[config.mk]
export PLATFORM = sky130hd
export DESIGN_NAME = wb_master_bridge
export DESIGN_NICKNAME = d
export VERILOG_FILES = /design/src/rtl/wb_master_pkg.sv /design/src/rtl/wb_timeout_ctr.sv /design/src/rtl/wb_master_bridge.sv
export SDC_FILE = /design/constraint.sdc
export NUM_CORES = 1
export LEC_CHECK = 0
export CORE_MARGIN = 2
export CORE_UTILIZATION = 36
export CTS_BUF_LIST = sky130_fd_sc_hd__clkbuf_4 sky130_fd_sc_hd__clkbuf_8
export CTS_CLUSTER_SIZE = 24
export DETAILED_ROUTE_END_ITERATION = 8
export GPL_ROUTABILITY_DRIVEN = 0
export GPL_TIMING_DRIVEN = 0
export PLACE_DENSITY = 0.77
export REMOVE_ABC_BUFFERS = 1
export SYNTH_ARGS = -nofsm -noshare
export SYNTH_HDL_FRONTEND = slang
export SYNTH_SLANG_ARGS = --single-unit
[constraint.sdc]
create_clock -name wb_clk_i -period 1.2 [get_ports wb_clk_i]
set_clock_uncertainty 0.05 [all_clocks]
set_input_delay 0.24 -clock wb_clk_i [delete_from_list [all_inputs] [get_ports wb_clk_i]]
set_output_delay 0.24 -clock wb_clk_i [all_outputs]
set_load 0.02 [all_outputs]
[src/rtl/wb_master_pkg.sv]
// Shared types and constants for the Wishbone classic initiator bridge.
// Holds the FSM state encoding, bus widths and the default timeout read data.
package wb_master_pkg;

  localparam int ADR_W = 32;
  localparam int DAT_W = 32;
  localparam int SEL_W = 4;

  localparam logic [DAT_W-1:0] ERR_DATA_DEFAULT = 32'hDEAD_BEEF;

  typedef enum logic [1:0] {
    IDLE = 2'd0,
    BUS  = 2'd1,
    RESP = 2'd2
  } state_e;

endpackage

[src/rtl/wb_timeout_ctr.sv]
// Saturating bus-cycle watchdog for the initiator bridge; built only when WB_TIMEOUT_EN
// is defined. expired is asserted on the BUS cycle whose closing edge reaches TIMEOUT_CYCLES.
`ifdef WB_TIMEOUT_EN
module wb_timeout_ctr #(
  parameter int unsigned TIMEOUT_CYCLES = 255
) (
  input  logic clk,
  input  logic rst,
  input  logic clear,
  input  logic enable,
  output logic expired
);

  localparam int CNT_W = $clog2(TIMEOUT_CYCLES + 1);
  localparam logic [CNT_W-1:0] CNT_LAST = CNT_W'(TIMEOUT_CYCLES - 1);
  localparam logic [CNT_W-1:0] CNT_MAX  = CNT_W'(TIMEOUT_CYCLES);

  logic [CNT_W-1:0] cnt;

  always_ff @(posedge clk) begin
    if (rst || clear) begin
      cnt <= '0;
    end else if (enable && (cnt != CNT_MAX)) begin
      cnt <= cnt + 1'b1;
    end
  end

  // enable already excludes ack, so an ack on the final cycle always wins
  assign expired = enable && (cnt == CNT_LAST);

endmodule
`endif

[src/rtl/wb_master_bridge.sv]
// Wishbone classic initiator: one outstanding single-beat command, registered bus outputs.
// Optional ack watchdog enabled by defining WB_TIMEOUT_EN.
module wb_master_bridge
  import wb_master_pkg::*;
#(
  parameter int unsigned      TIMEOUT_CYCLES = 255,
  parameter logic [DAT_W-1:0] ERR_DATA       = ERR_DATA_DEFAULT
) (
  input  logic             wb_clk_i,
  input  logic             wb_rst_i,
  input  logic             cmd_valid_i,
  output logic             cmd_ready_o,
  input  logic             cmd_we_i,
  input  logic [SEL_W-1:0] cmd_sel_i,
  input  logic [ADR_W-1:0] cmd_adr_i,
  input  logic [DAT_W-1:0] cmd_dat_i,
  output logic             rsp_valid_o,
  input  logic             rsp_ready_i,
  output logic [DAT_W-1:0] rsp_dat_o,
  output logic             rsp_err_o,
  output logic             wbm_cyc_o,
  output logic             wbm_stb_o,
  output logic             wbm_we_o,
  output logic [SEL_W-1:0] wbm_sel_o,
  output logic [ADR_W-1:0] wbm_adr_o,
  output logic [DAT_W-1:0] wbm_dat_o,
  input  logic             wbm_ack_i,
  input  logic [DAT_W-1:0] wbm_dat_i,
  output logic             busy_o
);

  state_e state;
  logic   accept;
  logic   expired;

  assign accept = (state == IDLE) && cmd_ready_o && cmd_valid_i;

`ifdef WB_TIMEOUT_EN
  wb_timeout_ctr #(
    .TIMEOUT_CYCLES(TIMEOUT_CYCLES)
  ) u_timeout_ctr (
    .clk    (wb_clk_i),
    .rst    (wb_rst_i),
    .clear  (accept),
    .enable ((state == BUS) && !wbm_ack_i),
    .expired(expired)
  );
`else
  assign expired = 1'b0;
`endif

  always_ff @(posedge wb_clk_i) begin
    if (wb_rst_i) begin
      state       <= IDLE;
      cmd_ready_o <= 1'b0;
      rsp_valid_o <= 1'b0;
      rsp_dat_o   <= '0;
      rsp_err_o   <= 1'b0;
      wbm_cyc_o   <= 1'b0;
      wbm_stb_o   <= 1'b0;
      wbm_we_o    <= 1'b0;
      wbm_sel_o   <= '0;
      wbm_adr_o   <= '0;
      wbm_dat_o   <= '0;
      busy_o      <= 1'b0;
    end else begin
      case (state)
        IDLE: begin
          cmd_ready_o <= 1'b1;
          if (accept) begin
            wbm_we_o    <= cmd_we_i;
            wbm_sel_o   <= cmd_sel_i;
            wbm_adr_o   <= cmd_adr_i;
            wbm_dat_o   <= cmd_dat_i;
            wbm_cyc_o   <= 1'b1;
            wbm_stb_o   <= 1'b1;
            cmd_ready_o <= 1'b0;
            busy_o      <= 1'b1;
            state       <= BUS;
          end
        end
        BUS: begin
          if (wbm_ack_i || expired) begin
            wbm_cyc_o   <= 1'b0;
            wbm_stb_o   <= 1'b0;
            wbm_we_o    <= 1'b0;
            rsp_valid_o <= 1'b1;
            if (wbm_ack_i) begin
              rsp_dat_o <= wbm_we_o ? '0 : wbm_dat_i;
              rsp_err_o <= 1'b0;
            end else begin
              rsp_dat_o <= ERR_DATA;
              rsp_err_o <= 1'b1;
            end
            state <= RESP;
          end
        end
        RESP: begin
          // ready returns with IDLE, so a waiting command is taken one edge later
          if (rsp_ready_i) begin
            rsp_valid_o <= 1'b0;
            cmd_ready_o <= 1'b1;
            busy_o      <= 1'b0;
            state       <= IDLE;
          end
        end
        default: begin
          state <= IDLE;
        end
      endcase
    end
  end

endmodule

== Yosys cells after proc, flatten, opt, wreduce, memory -nomap -nowiden ==
Index checks and enable logic that the tools add are counted.
Cells by class
  eq/ne operators: 5
  muxes and demuxes: 17
  reduce and logical (&&, ||, !) cells: 13
Operator list (number)
  32-bit two-way mux: 1
  3-bit AND reduction: 4
  1-bit case mux with 2 select lines: 5
  1-bit two-way mux: 7
  2-bit two-way mux: 3
  2-bit != test (second input constant): 3
  2-bit case mux with 3 select lines: 1
  2-bit AND reduction: 3
  2-bit nonzero test: 3
  2-bit by 1-bit equality test with 1-bit output (second input constant): 1
  2-bit equality test (second input constant): 1
  1-bit logical AND: 2
  2-bit zero test: 1
Storage, ports and cells
  flip-flop bits (word level): 107
  bits of input ports: 106
  output and inout bits: 107
  logic and storage cells: 45

== Depth between registers and ports, before layout ==
  word-level depth: 5
  gate-level depth with buffers: 6
  gate-level depth less buffers: 3

== Worst setup path before layout ==
Ideal clock, no wire load.
  path kind: reg2reg
  from: register state[0]
  to: register wbm_stb_o
  cell stages (with the launch flop): 7
  buffers on the path: 3
  arrival time: 1.073 ns
  setup slack: -0.050 ns
  period minus slack after synthesis: 1.250 ns
  required time: 1.022 ns
  setup time: 0.128 ns
  cells stage by stage: dfxtp_1 buf_2 and4bb_2 buf_6 buf_6 a21oi_1 nor2_1
Between the ends
  cells in the longest elaborated chain, start to end: 5
  elaborated cells between the ends (all ways): 9
  classes of those cells: 3 x eq/ne; 1 x mux; 5 x reduce/logical
Ends and longest elaborated chain
  start: declaration: line wb_master_bridge.sv:32  | state_e state;
  start signal: assignment: line wb_master_bridge.sv:54  | state <= IDLE;
  start signal: assignment: line wb_master_bridge.sv:79  | state <= BUS;
  start signal: assignment: line wb_master_bridge.sv:95  | state <= RESP;
  2-bit zero test: line wb_master_bridge.sv:36, wb_master_bridge.sv:67
  1-bit logical AND (2 in a row): line wb_master_bridge.sv:36  | assign accept = (state == IDLE) && cmd_ready_o && cmd_valid_i;
  2-bit != test (no source line)
  3-bit AND reduction (no source line)
  end signal: assignment: line wb_master_bridge.sv:60  | wbm_stb_o <= 1'b0;
  end signal: assignment: line wb_master_bridge.sv:76  | wbm_stb_o <= 1'b1;
  end signal: assignment: line wb_master_bridge.sv:85  | wbm_stb_o <= 1'b0;
  end: declaration: line wb_master_bridge.sv:22  | output logic wbm_stb_o,
Several ways; a longest one is shown, not always the timed one.
A chain may end at the register's enable or synchronous reset.

== Worst setup path after layout ==
  from: register state[1]
  to: register wbm_adr_o[24]
Between the ends
  cells in the longest elaborated chain, start to end: 4
Ends and longest elaborated chain
  2-bit zero test *: line wb_master_bridge.sv:36, wb_master_bridge.sv:67
  1-bit logical AND (2 in a row): line wb_master_bridge.sv:36
  2-bit AND reduction (no source line) *
  end signal: assignment: line wb_master_bridge.sv:73  | wbm_adr_o <= cmd_adr_i;
  end: declaration: line wb_master_bridge.sv:25  | output logic [ADR_W-1:0] wbm_adr_o,
Mark *: on every way between the ends. The rest lies on a longest branch, timed or not.

==> impl_metrics.toml <==
[timing]
tightest_slew_ns = 0.537
hold_violations = 0
setup_viol = 106
relSlewSlack = 0.642
finalCritPeriodShare = 1.14
rsz0062_at_grt = "true"
layout_min_cycle_time_ns = 1.36
fin_hold_ws_ns = 0.154
drv_slew = 0
fmax_mhz = 734
fin_ws_ns = -0.163

[setup_path]
rrSetupSlack_ns = -0.16
crit_required_ns = 1.45
arrival_ns = 1.61
crit_type = "flop to flop"
start_kind = "flop"
end_kind = "flop"
cp_max_fo = 6
reg2regPathDepth = 5

[global_route]
antenna_found_initial = 0
grt_max_degree = 93
grt_first_pass_wirelength_um = 20900
use_met1 = 0.269
overflow = 0
grt_use_total = 0.232
top_usage_layer = "met2"
grtUsageMet2 = 0.402
grt_pass1_vias = 4098
met3_usage = 0.0796

[yosys]
yosysUniqueCellTypes = 19
synth_compound_area_frac = 0.139
synth_mux_area_frac = 0
synth_top_family_by_area = "simple AND/OR/NAND/NOR gates"
synth_commonest_cells = "nand2_1 (169), a21oi_1 (107), dfxtp_1 (107)"
synth_xor_area_frac = 0
synth_top_area_frac = 0.548
ys_async_sr_fraction = 0
syn_avg_cell_area_um2 = 8.24
yosys-top-cells-area = "dfxtp_1 (55%), nand2_1 (16%), a21oi_1 (14%), nand3b_1 (6.5%), buf_6 (2.3%)"
synth_largest_area_cell = "dfxtp_1"
syn-cell-area_um2 = 3910
synth_flop_cell = "dfxtp_1"
yosysMostFrequentCell = "nand2_1"
synthAdderAreaFrac = 0
synth_edf_count = 0
syn_inst = 474
ys_warn_count = 0
ys_seq_area_frac = 0.548
synthSimpleGateAreaFrac = 0.248
synth-seq-cells = 107

[placed_design]
port-buffer-count = 211
post-place-ws_ns = -1.39
post-dp-hpwl_um = 7760

[clock_tree]
cts_tree = "yes"
cts-root-buf = "clkbuf_8"
htreeDepth = 3
cts_inserted_buffers = 9
clkLatencyLatePin_ns = 0.36
cts_buffer_depth = 2
clk_pin_slew_ns = 0.10
cts.sinks = 107

[die]
io_pins = 213
die_h_um = 108
core_um2 = 10700
start_util = 0.365
die_area_um2 = 11700
row_count = 38
die_x_um = 108

[routing]
drc_errors = 0
drtPass1Iterations = 5
via_per_inst = 4.99
first_iter_violations = 309
drt-wirelength-per-cell_um = 17.0
num_vias = 4213
antenna_left = 0
wl_um = 14400

[power_and_ir_drop]
p_leak_nw = 2.63
power_density_nw_per_um2 = 1140
ir_drop_mv = 0.549
total_power_mw = 7.64

[finish]
n_antenna_cell = 0
layout-drive-gt1-share = 0.348
fill_cells = 898
area_delta_synth_final_pct = 71.7
seq_area_um2 = 2210
final_nets = 806
multi_input_area_um2 = 1790
utilization = 0.627

[min_path]
hold_depth = 2
hold_path_class = "input pin to flop"

[outcome]
status = "finished, violations left"
failed_checks = "negative setup slack"

[job]
max-cap-violations = 0
-- worst paths after layout --
kind | endpoint | from
setup reg to reg | wbm_adr_o[24] | state[1]
setup / recovery | wbm_adr_o[24] | state[1]
hold / removal | wbm_dat_o[31] | wb_rst_i
hold reg to reg | rsp_dat_o[9] | rsp_dat_o[9]
-- repair_timing --
item / in CTS / in global routing
pin swaps: 28 / 28
hold endpoints to repair: 0 / 0
gates resized for setup: 465 / 174
endpoints found under the setup margin: 212 / 199
buffers inserted: 25 / 5
hold buffers: 0 / 0
cloned: 11 / 3
-- final cells by class --
class / instances / share of cell area
tap: 140 / 0.0261
timing repair buffer: 247 / 0.348
clock buffer: 13 / 0.0258
multi-input combinational: 334 / 0.267
clock inverter: 3 / 0.00317
inverter: 1 / 0.000560
sequential: 107 / 0.329
-- registers in the layout, summed over array words and instances (netlist names) --
register     cells
busy_o           1
cmd_ready_o      1
rsp_dat_o       32
rsp_valid_o      1
state            2
wbm_adr_o       32
wbm_dat_o       32
wbm_sel_o        4
wbm_stb_o        1
wbm_we_o         1
-- stage by stage --
stage	instances	TNS (ns)	area (um^2)
floorplan	433	-105.46	3660
global placement	784	-288.59	5950
detailed placement	786	-127.26	6010
global route	845	-14.63	6710
finish	845	-8.76	6710
CTS	838	-5.28	6210
-- worst max-delay path, cell delays in order (launching register included) --
cell       delay (ns)
dfxtp_4          0.39
buf_6            0.14
and4bb_4         0.38
clkbuf_16        0.17
nand2_1          0.06
a21oi_1          0.12
-- power breakdown --
part	leakage, nW	internal, mW	switching [mW]
clock	0.0991	0.952	1.20
sequential	0.891	3.72	0.104
combinational	1.64	0.874	0.784
-- metal layers --
layer | routed length (um) | share of wire
met2 | 6830 | 0.48
met1 | 5830 | 0.41
met3 | 1410 | 0.098
met4 | 292 | 0.020
met5 | 0 | 0
-- logic make-up after synthesis --
| group | Yosys count |
|---|---|
| AND/OR/NAND/NOR | 216 |
| AO/OA/AOI/OAI | 108 |
| flip-flops | 107 |
| buffers and inverters | 42 |
| other | 1 |
-- placed cells by master, fill, tap and decap left out, types with 3 or more instances in the layout --
cell type	instances
buf_12	7
clkbuf_8	12
dfxtp_2	40
a21oi_2	13
nand3b_1	35
nand4bb_4	3
buf_4	105
buf_6	12
a21oi_1	94
nor2_1	5
buf_16	3
dfxtp_1	63
buf_2	12
clkbuf_16	3
clkdlybuf4s50_1	102
nand2_1	153
dfxtp_4	4
and4bb_4	4
nand2_2	15
(Power assumes the default switching activity.)
